**config.mk**
```make
export PLATFORM = sky130hd
export DESIGN_NAME = seq_pattern_tx
export DESIGN_NICKNAME = d
export VERILOG_FILES = /design/src/rtl/seq_pattern_tx.sv
export SDC_FILE = /design/constraint.sdc
export NUM_CORES = 1
export LEC_CHECK = 0
export ABC_AREA = 1
export CAP_MARGIN = 10
export CORE_UTILIZATION = 53
export DETAILED_ROUTE_END_ITERATION = 8
export PLACE_DENSITY = 0.81
export SLEW_MARGIN = 10
export SYNTH_ARGS = -nofsm -noshare
export SYNTH_HDL_FRONTEND = slang
export SYNTH_SLANG_ARGS = --single-unit
```
**constraint.sdc**
```tcl
create_clock -name clk -period 2.47 [get_ports clk]
set_clock_uncertainty 0.15 [all_clocks]
set_input_delay 0.494 -clock clk [delete_from_list [all_inputs] [get_ports clk]]
set_output_delay 0.494 -clock clk [all_outputs]
set_load 0.05 [all_outputs]
```
**src/rtl/seq_pattern_tx.sv**
```systemverilog
// -----------------------------------------------------------------------------
// seq_pattern_tx
//   Serial pattern transmitter. It captures a PAT_W-bit pattern and shifts it
//   out MSB-first on x_out, one bit per clock. The pattern is repeated repeat_n
//   times, with an optional idle gap of `gap` cycles between repetitions.
//   x_out feeds the x input of the Moore sequence detector directly.
//
//   Optional feature macro: PARITY_EN
//     When defined, an even-parity bit (XOR of the pattern) is appended after
//     bit 0 of every repetition.
//
// Ports
//   clk        rising-edge clock, one serial bit per cycle
//   rst        synchronous active-low reset
//   start      transfer request, honoured only in IDLE
//   pattern    pattern to send (captured with start)
//   repeat_n   repetition count (captured with start); 0 = no transfer
//   gap        idle cycles between repetitions (captured with start)
//   abort      synchronous abort of a transfer in progress
//   x_out      registered serial data
//   valid      x_out carries a pattern (or parity) bit
//   frame_sync high on the MSB of each repetition
//   busy       high in SEND, GAP and DONE
//   done       one-cycle pulse after the last repetition
// -----------------------------------------------------------------------------
module seq_pattern_tx #(
   parameter int PAT_W = 4,
   parameter int CNT_W = 8,
   parameter int GAP_W = 4
) (
   input  logic             clk,
   input  logic             rst,
   input  logic             start,
   input  logic [PAT_W-1:0] pattern,
   input  logic [CNT_W-1:0] repeat_n,
   input  logic [GAP_W-1:0] gap,
   input  logic             abort,
   output logic             x_out,
   output logic             valid,
   output logic             frame_sync,
   output logic             busy,
   output logic             done
);

   localparam int IDX_W = $clog2(PAT_W);
   localparam logic [IDX_W-1:0] IDX_MSB = IDX_W'(PAT_W - 1);

   localparam logic [1:0] S_IDLE = 2'd0;
   localparam logic [1:0] S_SEND = 2'd1;
   localparam logic [1:0] S_GAP  = 2'd2;
   localparam logic [1:0] S_DONE = 2'd3;

   logic [1:0]       state, state_n;
   logic [PAT_W-1:0] pat, pat_n;
   logic [CNT_W-1:0] rem, rem_n;
   logic [GAP_W-1:0] gap_len, gap_len_n;
   logic [GAP_W-1:0] gcnt, gcnt_n;
   logic [IDX_W-1:0] idx, idx_n;
   logic             x_n, valid_n, fs_n, busy_n, done_n;
   logic             last_bit;
`ifdef PARITY_EN
   logic             par_ph, par_ph_n;
`endif

   // Next-state and next-output logic. Outputs are computed for the cycle
   // that follows the edge, so every output comes straight from a flop.
   always_comb begin
      state_n   = state;
      pat_n     = pat;
      rem_n     = rem;
      gap_len_n = gap_len;
      gcnt_n    = gcnt;
      idx_n     = idx;
      x_n       = 1'b0;
      valid_n   = 1'b0;
      fs_n      = 1'b0;
      busy_n    = 1'b0;
      done_n    = 1'b0;
`ifdef PARITY_EN
      par_ph_n  = 1'b0;
      last_bit  = par_ph;
`else
      last_bit  = (idx == '0);
`endif

      case (state)
         S_IDLE: begin
            if (start && (repeat_n != '0)) begin
               state_n   = S_SEND;
               pat_n     = pattern;
               rem_n     = repeat_n;
               gap_len_n = gap;
               idx_n     = IDX_MSB;
               x_n       = pattern[PAT_W-1];
               valid_n   = 1'b1;
               fs_n      = 1'b1;
               busy_n    = 1'b1;
            end
         end

         S_SEND: begin
            busy_n = 1'b1;
            if (last_bit) begin
               // End of one repetition: count it and choose what follows.
               rem_n = rem - CNT_W'(1);
               idx_n = IDX_MSB;
               if (rem == CNT_W'(1)) begin
                  state_n = S_DONE;
                  done_n  = 1'b1;
               end else if (gap_len != '0) begin
                  state_n = S_GAP;
                  gcnt_n  = gap_len;
               end else begin
                  x_n     = pat[PAT_W-1];
                  valid_n = 1'b1;
                  fs_n    = 1'b1;
               end
            end
`ifdef PARITY_EN
            else if (idx == '0) begin
               par_ph_n = 1'b1;
               x_n      = ^pat;
               valid_n  = 1'b1;
            end
`endif
            else begin
               idx_n   = idx - IDX_W'(1);
               x_n     = pat[idx_n];
               valid_n = 1'b1;
            end
         end

         S_GAP: begin
            busy_n = 1'b1;
            // gcnt holds the idle cycles still to be shown, including this one.
            if (gcnt == GAP_W'(1)) begin
               state_n = S_SEND;
               idx_n   = IDX_MSB;
               x_n     = pat[PAT_W-1];
               valid_n = 1'b1;
               fs_n    = 1'b1;
            end else begin
               gcnt_n = gcnt - GAP_W'(1);
            end
         end

         S_DONE: begin
            state_n = S_IDLE;
         end

         default: begin
            state_n = S_IDLE;
         end
      endcase

      // Abort drops any transfer in progress without a done pulse.
      if (abort && (state != S_IDLE)) begin
         state_n = S_IDLE;
         x_n     = 1'b0;
         valid_n = 1'b0;
         fs_n    = 1'b0;
         busy_n  = 1'b0;
         done_n  = 1'b0;
`ifdef PARITY_EN
         par_ph_n = 1'b0;
`endif
      end
   end

   always_ff @(posedge clk) begin
      if (!rst) begin
         state      <= S_IDLE;
         pat        <= '0;
         rem        <= '0;
         gap_len    <= '0;
         gcnt       <= '0;
         idx        <= '0;
         x_out      <= 1'b0;
         valid      <= 1'b0;
         frame_sync <= 1'b0;
         busy       <= 1'b0;
         done       <= 1'b0;
`ifdef PARITY_EN
         par_ph     <= 1'b0;
`endif
      end else begin
         state      <= state_n;
         pat        <= pat_n;
         rem        <= rem_n;
         gap_len    <= gap_len_n;
         gcnt       <= gcnt_n;
         idx        <= idx_n;
         x_out      <= x_n;
         valid      <= valid_n;
         frame_sync <= fs_n;
         busy       <= busy_n;
         done       <= done_n;
`ifdef PARITY_EN
         par_ph     <= par_ph_n;
`endif
      end
   end

endmodule

```
Yosys cells after proc, flatten, opt, wreduce, memory -nomap -nowiden
Cells that the tools add are included.
{"block": "word_totals", "ram_bits": 0, "elab_cells": 84, "inputBits": 20, "mem_bits_ro": 0, "output_inout_bits": 5, "mem_count": 0, "reg_bits": 29, "latchBits": 0}
{"block": "classes", "multipliers": 0, "muxes": 36, "shifts": 0, "div": 0, "bitwise_logic": 3, "add_sub_neg": 3, "n_eq_ne": 12, "n_reduce_logical": 18, "order_cmp": 1}
{"cell": "2-to-1 mux 2 bit", "n": 8}
{"cell": "2-to-1 mux 4 bit", "n": 4}
{"cell": "2-to-1 mux 8 bit", "n": 2}
{"cell": "one-hot mux 8 bit (2 select lines)", "n": 1}
{"cell": "2-to-1 mux 1 bit", "n": 13}
{"cell": "inequality test 2 bit (second input constant)", "n": 6}
{"cell": "one-hot mux 1 bit (3 select lines)", "n": 3}
{"cell": "== test 8 x 1 -> 1 bit (second input constant)", "n": 1}
{"cell": "one-hot mux 2 bit (4 select lines)", "n": 1}
{"cell": "one-hot mux 4 bit (2 select lines)", "n": 1}
{"cell": "nonzero test 8 bit", "n": 1}
{"cell": "subtractor 8 x 1 -> 8 bit (second input constant)", "n": 1}
{"cell": "one-hot mux 2 bit (3 select lines)", "n": 1}
{"cell": "AND reduction 3 bit", "n": 2}
{"cell": "nonzero test 2 bit", "n": 3}
{"cell": "AND reduction 5 bit", "n": 1}
{"cell": "== test 2 bit (second input constant)", "n": 2}
{"cell": "== test 4 x 1 -> 1 bit (second input constant)", "n": 1}
{"cell": "logical NOT 2 bit", "n": 2}
{"cell": "AND reduction 4 bit", "n": 1}
{"cell": "nonzero test 4 bit", "n": 1}
{"cell": "OR reduction 2 bit", "n": 2}
{"cell": "OR reduction 4 bit", "n": 1}
{"cell": "subtractor 4 x 1 -> 4 bit (second input constant)", "n": 1}
{"cell": "other kinds (10)", "n": 13}

Logic depth before layout (Yosys ltp)
{"block": "depth", "depth_word": 5, "ltp_mapped": 11, "mapped_depth_nobuf": 11}

Worst setup path after synthesis
No wires, ideal clock.
{"block": "synth_path", "kind": "flip-flop to flip-flop", "startpoint": "reg state[1]", "endpoint": "reg gcnt[3]", "setup_ns": 0.114, "period_less_slack_ns": 1.623, "arrival_time_ns": 1.358, "path_stages_with_launch": 9, "t_required_ns": 2.206, "slack_ns": 0.847, "n_path_buf": 0, "path_cell_list": "dfxtp_1 inv_1 ha_1 nand2_1 nand2_1 inv_1 nand4_1 nor2_1 nor2_1"}
{"block": "synth_between", "elab_chain_cells": 3, "elab_cells_between_ends": 9, "classes_between": "6 x eq/ne; 1 x mux; 2 x reduce/logical"}
{"item": "from (decl)", "line_no": "53", "source": "logic [1:0] state, state_n;"}
{"item": "from (signal assigned)", "line_no": "187", "source": "state <= state_n;"}
{"item": "== test 2 bit or == test 2 x 1 -> 1 bit (tied branches)", "line_no": "86", "source": "case (state)"}
{"item": "inequality test 2 bit (no line) or nonzero test 2 bit (tied branches)"}
{"item": "AND reduction 5 bit (no line)"}
{"item": "to (signal assigned)", "line_no": "191", "source": "gcnt <= gcnt_n;"}
{"item": "to (decl)", "line_no": "57", "source": "logic [GAP_W-1:0] gcnt, gcnt_n;"}
Parallel ways exist; a longest one is shown, timed or not.
A chain may end at the register's enable or synchronous reset.

Worst setup path after layout
{"block": "layout_path", "startpoint": "reg busy", "endpoint": "out busy"}
{"item": "from (decl)", "line_no": "41", "source": "output logic busy,"}
{"item": "from (signal assigned)", "line_no": "196", "source": "busy <= busy_n;"}
No word-level cell between the ends.

==> flow_metrics.env <==
export IMPL_cp_arrival_ns=1.45
export IMPL_grt_ovfl_total=0
export IMPL_antenna_found_initial=0
export IMPL_ios=25
export IMPL_rsz0062_at_grt="false"
export IMPL_worstHoldPathCells=2
export IMPL_htreeDepth=2
export IMPL_grt_pass1_wl_mm=6.13
export IMPL_r2r_slack_ns=0.53
export IMPL_start_util_pct=55.8
export IMPL_io_buffers=24
export IMPL_hold_path_end="pat[2]"
export IMPL_timing_fmax_mhz=478
export IMPL_required_ns=1.83
export IMPL_clock_path_buffers=2
export IMPL_crit_path_cell_trace="clkdlybuf4s50_1"
export IMPL_p_comb_share_pct=52.0
export IMPL_post_place_ws_ns=0.419
export IMPL_synth_area_mm2=0.00169
export IMPL_nFillCells=256
export IMPL_syn2layout_area_growth_pct=21.7
export IMPL_numCtsBuffers=5
export IMPL_drv_slew=0
export IMPL_root_buffer="clkbuf_4"
export IMPL_hold_start="pat[2]"
export IMPL_setup_tns_ns=0
export IMPL_place_congestion=0.948
export IMPL_post_route_min_period_ns=2.09
export IMPL_p_sw_share_pct=44.2
export IMPL_pwr_density_cell_mw_per_mm2=1120
export IMPL_whs_ns=0.308
export IMPL_layout_common_cells="77 x nand2_1, 47 x nor2_1, 32 x inv_1"
export IMPL_yosysTopAreaCell="dfxtp_1"
export IMPL_max_vdd_ir_drop_v=0.000596
export IMPL_rows=20
export IMPL_synthTopCellsByArea="dfxtp_1 34%, nand2_1 17%, nor2_1 10%"
export IMPL_wl_mm=3.69
export IMPL_hpwl_mm=2.73
export IMPL_critPathTopFamily="buffers and inverters"
export IMPL_cts_resized=0
export IMPL_grt_total_usage_pct=24.3
export IMPL_grt_pass1_vias=1456
export IMPL_clock_sinks=29
export IMPL_die_h_um=58.5
export IMPL_cts_tree="done"
export IMPL_finalCritPeriodShare_pct=84.7
export IMPL_crit_fanout=1
export IMPL_r2r_end="rem[2]"
export IMPL_post_cts_setup_buffer_count=0
export IMPL_postRouteAntennaNets=0
export IMPL_fin_ws_ns=0.378
export IMPL_nets=322
export IMPL_die_x_um=58.5
export IMPL_grt_max_degree=18
export IMPL_clkPwrFrac_pct=17.6
export IMPL_worstReg2RegStart="state[1]"
export IMPL_dr_first_iter_drc_count=72
export IMPL_via_per_inst=5.00
export IMPL_start_kind="flip-flop"
export IMPL_power_frac_seq_pct=30.4
export IMPL_cap_violations=0
export IMPL_wl_per_cell_um=10.9
export IMPL_netlist_instances=263
export IMPL_hold_viol_final=0
export IMPL_syn_num_nets=293
export IMPL_n_antenna_cell=0
export IMPL_cp_end_kind="output port"
export IMPL_dieArea_mm2=0.00342
export IMPL_place_inst=329
export IMPL_p_sw_mw=1.02
export IMPL_clk_latency_ns=0.33
export IMPL_avgSynthCellArea_um2=6.43
export IMPL_power_leakage_nw=1.00
export IMPL_ys_types=25
export IMPL_status="finished, final reports clean"
export IMPL_cp_num_buf_inv=1
export IMPL_setup_viol=0
export IMPL_critPathSlowestCell="clkdlybuf4s50_1"
export IMPL_route_detailed_drc=0
export IMPL_holdCritPathClass="reg2reg"
export IMPL_intPower_mw=1.29
export IMPL_fin_cells=337
export IMPL_cts_hold_buffers=0
export IMPL_ys_seq_elements=29
export IMPL_yosysTopAreaCellShare_pct=34.3
export IMPL_relSlewSlack_pct=66.8
export IMPL_post_route_util_pct=67.9
export IMPL_tightest_slew_ns=0.496
export IMPL_route_vias_total=1684
export IMPL_core_mm2=0.00303
export IMPL_ff2ff_path_depth=9
export IMPL_yosysWarnings=0
export IMPL_crit_type="reg2out"
export IMPL_drive_gt1_share_pct=5.80
export IMPL_path_clk_slew_ns=0.08
export IMPL_drt_pass1_iter_count=6
export IMPL_synth_seq_area_share_pct=34.3
export IMPL_cp_slowest_stage_delay_ns=0.80
export IMPL_final_common_cell="nand2_1"
==> flip-flops by register name, indices dropped and copies added (netlist names) <==
| register | count |
|---|---|
| idx | 2 |
| gcnt | 4 |
| gap_len | 4 |
| valid | 1 |
| x_out | 1 |
| state | 2 |
| frame_sync | 1 |
| rem | 8 |
| done | 1 |
| busy | 1 |
| pat | 4 |
==> power groups by stage <==
stage | clock network, mW | registers, mW | logic [mW]
finish | 0.407 | 0.702 | 1.20
floorplan | 0 | 0.779 | 0.864
global route | 0.438 | 0.721 | 1.36
CTS | 0.416 | 0.702 | 1.20
detailed placement | 0 | 0.712 | 1.19
global placement | 0 | 0.710 | 1.17
==> cells in the mapped netlist <==
| master | n |
|---|---|
| nor2_1 | 47 |
| nand4_1 | 5 |
| nand3_1 | 12 |
| o21a_1 | 1 |
| o21ai_0 | 16 |
| nand2_2 | 1 |
| or2_2 | 1 |
| clkbuf_1 | 1 |
| nand3_4 | 1 |
| clkbuf_8 | 1 |
| a21oi_1 | 14 |
| a31oi_1 | 1 |
| o21ai_1 | 1 |
| nor3_1 | 2 |
| ha_1 | 10 |
| buf_6 | 1 |
| inv_1 | 32 |
| o211ai_1 | 1 |
| nand3b_1 | 1 |
| nand3_2 | 1 |
| buf_2 | 3 |
| nor2_2 | 2 |
| xor2_1 | 2 |
| dfxtp_1 | 29 |
| nand2_1 | 77 |
==> kinds of logic (layout without fill, tap and decap cells) <==
kind of cell    after synthesis  in the layout  share of synthesized area [%]
simple gates                150            150                           37.1
buf+inv                      38             68                           9.70
compound gates               34             34                           10.4
flops                        29             29                           34.3
fa+ha+maj                    10             10                           7.40
xor+xnor                      2              2                           1.04
==> per-stage QoR <==
step           area [um2]  total power, mW
2_1_floorplan        1690             1.64
3_3_place_gp         1970             1.88
4_1_cts              2060             2.32
3_5_place_dp         1970             1.90
5_1_grt              2060             2.52
6_report             2060             2.31
==> worst max path at each step <==
stage               slack [ns]      end   startpoint  cells after the start
finish                    0.38     busy         busy                      1
global placement          0.44   rem[7]  repeat_n[7]                      9
CTS                       0.36     busy         busy                      1
floorplan                 0.85  gcnt[3]     state[1]                      8
global route              0.31     busy         busy                      1
detailed placement        0.42   rem[3]  repeat_n[5]                      9
==> metal layers <==
| metal | routed length (um) | up-vias | track usage (%) |
|---|---|---|---|
| met5 | 0 | - | 0 |
| met4 | 68 | 0 | 9.86 |
| met3 | 232 | 10 | 7.91 |
| met2 | 1670 | 50 | 37.4 |
| met1 | 1720 | 748 | 31.5 |
| li1 | - | 876 | - |
==> final cells by class <==
class                   instances  area [um2]  share of cell area, %
clock buffers                   7        55.1                   2.68
clock inverters                 1        30.0                   1.46
inverters                      32         120                   5.84
multi-input cells             196         946                   46.0
flip-flops and latches         29         581                   28.2
well taps                      44        55.1                   2.68
repair buffers                 28         270                   13.1
Note: power is estimated with default switching activity, not from simulation.
